==> src/rtl/jtcps1_dwnld_pkg.sv <==
// Shared region offsets and region tags for the CPS1 ROM download path.
// The game top uses the same offsets to place its SDRAM regions.
package jtcps1_dwnld_pkg;

    localparam int          DEF_REGSIZE    = 23;
    localparam logic [21:0] DEF_CPU_OFFSET = 22'h00_0000;
    localparam logic [21:0] DEF_SND_OFFSET = 22'h08_0000;
    localparam logic [21:0] DEF_OKI_OFFSET = 22'h08_8000;
    localparam logic [21:0] DEF_GFX_OFFSET = 22'h0A_8000;
    localparam logic [21:0] DEF_GFX_END    = 22'h3A_8000;

    typedef enum logic [2:0] {
        RGN_CPU,
        RGN_SND,
        RGN_OKI,
        RGN_GFX,
        RGN_NONE
    } region_t;

endpackage

==> src/rtl/jtcps1_dwnld_map.sv <==
// Combinational decode of a file byte address into an SDRAM word, lane mask and region.
// RGN_NONE marks header bytes and bytes that would land at or above GFX_END.
module jtcps1_dwnld_map
    import jtcps1_dwnld_pkg::*;
#(
    parameter int          REGSIZE    = DEF_REGSIZE,
    parameter logic [21:0] CPU_OFFSET = DEF_CPU_OFFSET,
    parameter logic [21:0] SND_OFFSET = DEF_SND_OFFSET,
    parameter logic [21:0] OKI_OFFSET = DEF_OKI_OFFSET,
    parameter logic [21:0] GFX_OFFSET = DEF_GFX_OFFSET,
    parameter logic [21:0] GFX_END    = DEF_GFX_END
) (
    input  logic [22:0] ioctl_addr,
    output logic        header,
    output region_t     region,
    output logic [21:0] word_addr,
    output logic [1:0]  mask
);

    localparam logic [22:0] REG_B     = 23'(REGSIZE);
    localparam logic [22:0] SND_START = {SND_OFFSET - CPU_OFFSET, 1'b0};
    localparam logic [22:0] OKI_START = {OKI_OFFSET - CPU_OFFSET, 1'b0};
    localparam logic [22:0] GFX_START = {GFX_OFFSET - CPU_OFFSET, 1'b0};

    logic [22:0] b, rel, base, word_full;
    logic        upper;

    always_comb begin
        b      = ioctl_addr - REG_B;
        header = ioctl_addr < REG_B;
        rel    = b;
        base   = {1'b0, CPU_OFFSET};
        region = RGN_CPU;
        if (b >= GFX_START) begin
            rel    = b - GFX_START;
            base   = {1'b0, GFX_OFFSET};
            region = RGN_GFX;
        end else if (b >= OKI_START) begin
            rel    = b - OKI_START;
            base   = {1'b0, OKI_OFFSET};
            region = RGN_OKI;
        end else if (b >= SND_START) begin
            rel    = b - SND_START;
            base   = {1'b0, SND_OFFSET};
            region = RGN_SND;
        end
        // Compare before truncation so wrap-around can never reach the RAM area
        word_full = base + (rel >> 1);
        if (header || word_full >= {1'b0, GFX_END}) region = RGN_NONE;
        word_addr = word_full[21:0];
        upper     = (region == RGN_CPU) ? ~b[0] : b[0];
        mask      = upper ? 2'b01 : 2'b10;
    end

endmodule

==> src/rtl/jtcps1_dwnld.sv <==
// Byte-serial ROM download to SDRAM word writes, with CPS-B header forwarding.
// One active request plus one skid entry absorb the SDRAM acknowledge latency.
module jtcps1_dwnld
    import jtcps1_dwnld_pkg::*;
#(
    parameter int          REGSIZE    = DEF_REGSIZE,
    parameter logic [21:0] CPU_OFFSET = DEF_CPU_OFFSET,
    parameter logic [21:0] SND_OFFSET = DEF_SND_OFFSET,
    parameter logic [21:0] OKI_OFFSET = DEF_OKI_OFFSET,
    parameter logic [21:0] GFX_OFFSET = DEF_GFX_OFFSET,
    parameter logic [21:0] GFX_END    = DEF_GFX_END
) (
    input  logic        clk,
    input  logic        rst,
    input  logic        downloading,
    input  logic [22:0] ioctl_addr,
    input  logic [7:0]  ioctl_data,
    input  logic        ioctl_wr,
    input  logic        sdram_ack,
    output logic [21:0] prog_addr,
    output logic [7:0]  prog_data,
    output logic [1:0]  prog_mask,
    output logic        prog_we,
    output logic        cfg_we,
    output logic        busy,
    output logic        overrun
);

    // state | meaning
    // IDLE  | no request loaded
    // WAIT  | prog_we high, waiting for sdram_ack
    // HOLD  | next request loaded, one low cycle before raising prog_we
    localparam logic [1:0] ST_IDLE = 2'd0;
    localparam logic [1:0] ST_WAIT = 2'd1;
    localparam logic [1:0] ST_HOLD = 2'd2;

    logic [1:0]  state;
    logic        header;
    region_t     region;
    logic [21:0] map_addr;
    logic [1:0]  map_mask;
    logic        strobe, hdr_in, rom_in, dl_q;
    logic        skid_v;
    logic [21:0] skid_addr;
    logic [7:0]  skid_data, req_data, hdr_data;
    logic [1:0]  skid_mask;

    jtcps1_dwnld_map #(
        .REGSIZE    (REGSIZE),
        .CPU_OFFSET (CPU_OFFSET),
        .SND_OFFSET (SND_OFFSET),
        .OKI_OFFSET (OKI_OFFSET),
        .GFX_OFFSET (GFX_OFFSET),
        .GFX_END    (GFX_END)
    ) u_map (
        .ioctl_addr (ioctl_addr),
        .header     (header),
        .region     (region),
        .word_addr  (map_addr),
        .mask       (map_mask)
    );

    assign strobe    = downloading & ioctl_wr;
    assign hdr_in    = strobe & header;
    assign rom_in    = strobe & (region != RGN_NONE);
    assign prog_data = cfg_we ? hdr_data : req_data;
    assign busy      = prog_we | skid_v;

    always_ff @(posedge clk) begin
        if (rst) begin
            state     <= ST_IDLE;
            prog_addr <= '0;
            prog_mask <= 2'b11;
            prog_we   <= 1'b0;
            req_data  <= '0;
            hdr_data  <= '0;
            cfg_we    <= 1'b0;
            overrun   <= 1'b0;
            dl_q      <= 1'b0;
            skid_v    <= 1'b0;
            skid_addr <= '0;
            skid_data <= '0;
            skid_mask <= 2'b11;
        end else begin
            dl_q   <= downloading;
            cfg_we <= hdr_in;
            if (hdr_in) hdr_data <= ioctl_data;
            if (downloading && !dl_q) overrun <= 1'b0;
            case (state)
                ST_IDLE: if (rom_in) begin
                    prog_addr <= map_addr;
                    prog_mask <= map_mask;
                    req_data  <= ioctl_data;
                    prog_we   <= 1'b1;
                    state     <= ST_WAIT;
                end
                ST_WAIT: if (sdram_ack) begin
                    prog_we <= 1'b0;
                    if (skid_v) begin
                        // skid moves up; a byte arriving with the ack takes its place
                        prog_addr <= skid_addr;
                        prog_mask <= skid_mask;
                        req_data  <= skid_data;
                        skid_v    <= rom_in;
                        skid_addr <= map_addr;
                        skid_mask <= map_mask;
                        skid_data <= ioctl_data;
                        state     <= ST_HOLD;
                    end else if (rom_in) begin
                        prog_addr <= map_addr;
                        prog_mask <= map_mask;
                        req_data  <= ioctl_data;
                        state     <= ST_HOLD;
                    end else begin
                        state <= ST_IDLE;
                    end
                end else if (rom_in) begin
                    if (skid_v) begin
                        overrun <= 1'b1;
                    end else begin
                        skid_v    <= 1'b1;
                        skid_addr <= map_addr;
                        skid_mask <= map_mask;
                        skid_data <= ioctl_data;
                    end
                end
                ST_HOLD: begin
                    prog_we <= 1'b1;
                    state   <= ST_WAIT;
                    if (rom_in) begin
                        if (skid_v) begin
                            overrun <= 1'b1;
                        end else begin
                            skid_v    <= 1'b1;
                            skid_addr <= map_addr;
                            skid_mask <= map_mask;
                            skid_data <= ioctl_data;
                        end
                    end
                end
                default: begin
                    prog_we <= 1'b0;
                    state   <= ST_IDLE;
                end
            endcase
        end
    end

endmodule

==> config.mk <==
export PLATFORM = sky130hd
export DESIGN_NAME = jtcps1_dwnld
export DESIGN_NICKNAME = d
export VERILOG_FILES = /design/src/rtl/jtcps1_dwnld_pkg.sv /design/src/rtl/jtcps1_dwnld_map.sv /design/src/rtl/jtcps1_dwnld.sv
export SDC_FILE = /design/constraint.sdc
export NUM_CORES = 1
export LEC_CHECK = 0
export CAP_MARGIN = 20
export CELL_PAD_IN_SITES_DETAIL_PLACEMENT = 2
export CELL_PAD_IN_SITES_GLOBAL_PLACEMENT = 2
export CORE_UTILIZATION = 30
export DETAILED_ROUTE_END_ITERATION = 8
export HOLD_SLACK_MARGIN = 0.02
export PLACE_DENSITY_LB_ADDON = 0.1
export SLEW_MARGIN = 20
export SYNTH_ARGS = -nofsm -noshare
export SYNTH_HDL_FRONTEND = slang
export SYNTH_SLANG_ARGS = --single-unit
==> constraint.sdc <==
create_clock -name clk -period 9.25 [get_ports clk]
set_input_delay 1.85 -clock clk [delete_from_list [all_inputs] [get_ports clk]]
set_output_delay 1.85 -clock clk [all_outputs]
set_load 0.02 [all_outputs]
==> out/results.txt <==
CTS Buffer Depth - 2
Slew @ Worst Pin - 0.833 ns
Worst Path Buf+Inv - 2
Sw Pwr - 0.316 mW
Syn Nets - 567
clk_skew - 0.00758 ns
Worst EP arrival - 8.69 ns
Design Power - 1.00 mW
FF+latch count, synth - 78
Chip Width - 126 um
first-pass GRT wire length - 24000 um
Multi-input gate area - 0.00281 sq mm
Ys Warns - 0
P per Cell Area - 176 mW/mm^2
Setup TNS Final - 0 ns
r2r endpoint - skid_mask[0]
gr ovfl total - 0
final setup violation count - 0
Leak Pwr - 2.16 nW
RR Startpoint - state[0]
Final period util - 0.915
Setup crit end kind - flip-flop
share of post-route cells with drive strength above 1 - 0.0928
Crit path required time - 9.48 ns
Worst-path clk slew - 0.06 ns
unique cell type count in the Yosys netlist - 72
Final HPWL DP - 10800 um
synthesized area per cell - 8.82 sq um
dpl ws - 0.419 ns
maximum vdd ir drop - 0.0000840 V
Final Hold Violating Endpoints - 0
largest net degree at the start of global routing - 80
Crit path max-delay family - compound AO/OA/AOI/OAI gates
MaxCap Viol Count - 0
Syn Inst Count - 520
r2r worst-path depth - 7
top-area cell type share of the netlist area - 0.340
number of nets with antenna violations after routing - 0
top_reg_cell synth - dfxtp_1
Nets - 625
Clk network pwr share - 0.332
CTS buffer count - 9
FILL cells - 1647
Reg power frac - 0.387
sw frac - 0.315
n_diodes - 0
top post-synthesis cells by area - dfxtp_1, nor2_1, mux2i_1
crit path launch type - input pin
clock root cell - clkbuf_16
Internal - 0.685 mW
Final Max Slew Viols - 0
violated checks - design-rule violations
placed cell area - 0.00540 sq mm
DRC - 4
Die ar. - 0.0158 sq mm
Max-slew headroom - 0.445
ys async rst share - 0
sequential element share of the synthesized area - 0.340
vias in the first global route - 4430
WP depth - 25
CTS resizes - 0
Core Area - 0.0148 sq mm
hold buffers post-CTS - 0
max frequency - 0.118 GHz
most common cell after layout, fill and taps aside - nor2_1
RSZ-0062 raised after global routing - no
Final Cell Area - 0.00568 sq mm
Combinational Power Share - 0.281
latest clock arrival within the worst-skew pair - 0.34 ns
CTS tree - yes
critical path class - input pin to flip-flop
final WL - 14800 um
Num Clock Sinks - 78
Largest stage delay, worst path - 0.58 ns
WL/cell - 19.3 um
Overall Global Routing Usage - 0.194
# H-tree levels - 3
IO Port Bufs - 71
Post-synth EDFFs - 0
routability cong. - 0.789
worst hold path type - flip-flop to flip-flop
Post-Syn Area - 0.00459 sq mm
Starting Density - 0.311
area leader, netlist - dfxtp_1
setup bufs post-CTS - 0
area delta synth->final - 23.8%
DRC violation total after the first TritonRoute iteration - 165
outcome - finished, violations left
I/O pins - 72
crit path from - ioctl_addr[0]
Reg area - 0.00156 sq mm
Worst R2R Setup Slack - 6.90 ns
DR vias - 4087
most frequent cells in the layout - nor2_1, dfxtp_1, clkdlybuf4s50_1
Final WS setup - 0.786 ns
initial antenna violation count - 0
DR vias/cell - 5.34
crit path time final - 8.46 ns
Rows - 44
CP max FO - 30
First-pass DRT Iterations - 6
slowest stage cell on the critical path - clkdlybuf4s50_1
Die H - 126 um
critical path endpoint - prog_addr[11]
## power by group through the flow
| stage | sequential, mW | combinational, mW | clock, mW |
|---|---|---|---|
| 6_report | 0.387 | 0.281 | 0.333 |
| 2_1_floorplan | 0.409 | 0.155 | 0 |
| 5_1_grt | 0.390 | 0.306 | 0.353 |
| 4_1_cts | 0.388 | 0.286 | 0.342 |
| 3_5_place_dp | 0.394 | 0.284 | 0 |
| 3_3_place_gp | 0.393 | 0.276 | 0 |
## stage by stage
stage	instances	util	hold WS, ns
2_1_floorplan	520	-	0.436
5_1_grt	766	0.385	0.525
3_3_place_gp	751	0.366	0.469
4_1_cts	766	0.385	0.500
6_report	766	0.385	0.489
3_5_place_dp	751	0.366	0.478
## area by class of cell
cell class	instances	area share
multi-input cells	399	0.496
flip-flops and latches	78	0.275
repair buffers	76	0.131
clock buffers	12	0.0452
well taps	184	0.0405
inverters	14	0.00926
clock inverters	3	0.00353
## kinds of logic (layout without fill, tap and decap cells)
kind of cell	Yosys count	after routing	synth area share
XOR/XNOR	23	23	0.0455
buffers and inverters	43	105	0.0464
AO/OA/AOI/OAI	104	104	0.205
adder cells (fa/ha/maj)	11	11	0.0300
multiplexers	48	48	0.107
flip-flops	78	78	0.340
AND/OR/NAND/NOR	213	213	0.226
## layer usage
| metal | up-vias | routed length [um] | GRT usage |
|---|---|---|---|
| li1 | 1996 | - | - |
| met3 | 11 | 254 | 0.0246 |
| met5 | - | 0 | 0 |
| met4 | 0 | 192 | 0.0653 |
| met2 | 40 | 6940 | 0.325 |
| met1 | 2040 | 7420 | 0.258 |
## worst min-delay path by stage
stage,start,to,slack (ns),cells after the start
finish,hdr_data[0],hdr_data[0],0.49,2
global route,hdr_data[0],hdr_data[0],0.53,2
CTS,hdr_data[0],hdr_data[0],0.50,2
detailed placement,skid_mask[1],prog_mask[1],0.48,2
global placement,hdr_data[1],hdr_data[1],0.47,2
floorplan,skid_mask[0],skid_mask[0],0.44,1
## registers in the layout, summed over array words and instances (netlist names)
register	count
cfg_we	1
skid_addr	22
dl_q	1
skid_v	1
skid_mask	2
prog_addr	22
prog_mask	2
overrun	1
skid_data	8
req_data	8
state	2
hdr_data	8
## Yosys cell counts, types with 4 or more instances
cell and count:
a21oi_1 9, and2_1 5, and3_1 5, buf_2 5, buf_6 6, clkbuf_1 17
dfxtp_1 78, ha_1 11, inv_1 14, mux2_2 9, mux2i_1 39, nand2_1 20
nand3_1 8, nand4_1 6, nor2_1 120, nor2b_1 4, nor3_1 5, nor4_1 4
o21a_1 5, o21ai_0 10, o221a_1 30, or2_2 7, or3_1 5, or4_1 5
xnor2_1 12, xor2_1 10
## worst reg2reg max path: cells and delay by family, from the launching register on
kind / cells / cell delay [ns]
compound gates: 3 / 0.69
flops: 1 / 0.47
simple gates: 1 / 0.28
fa+ha+maj: 1 / 0.35
buf+inv: 2 / 0.45
Power figures use the tool's default switching activity.
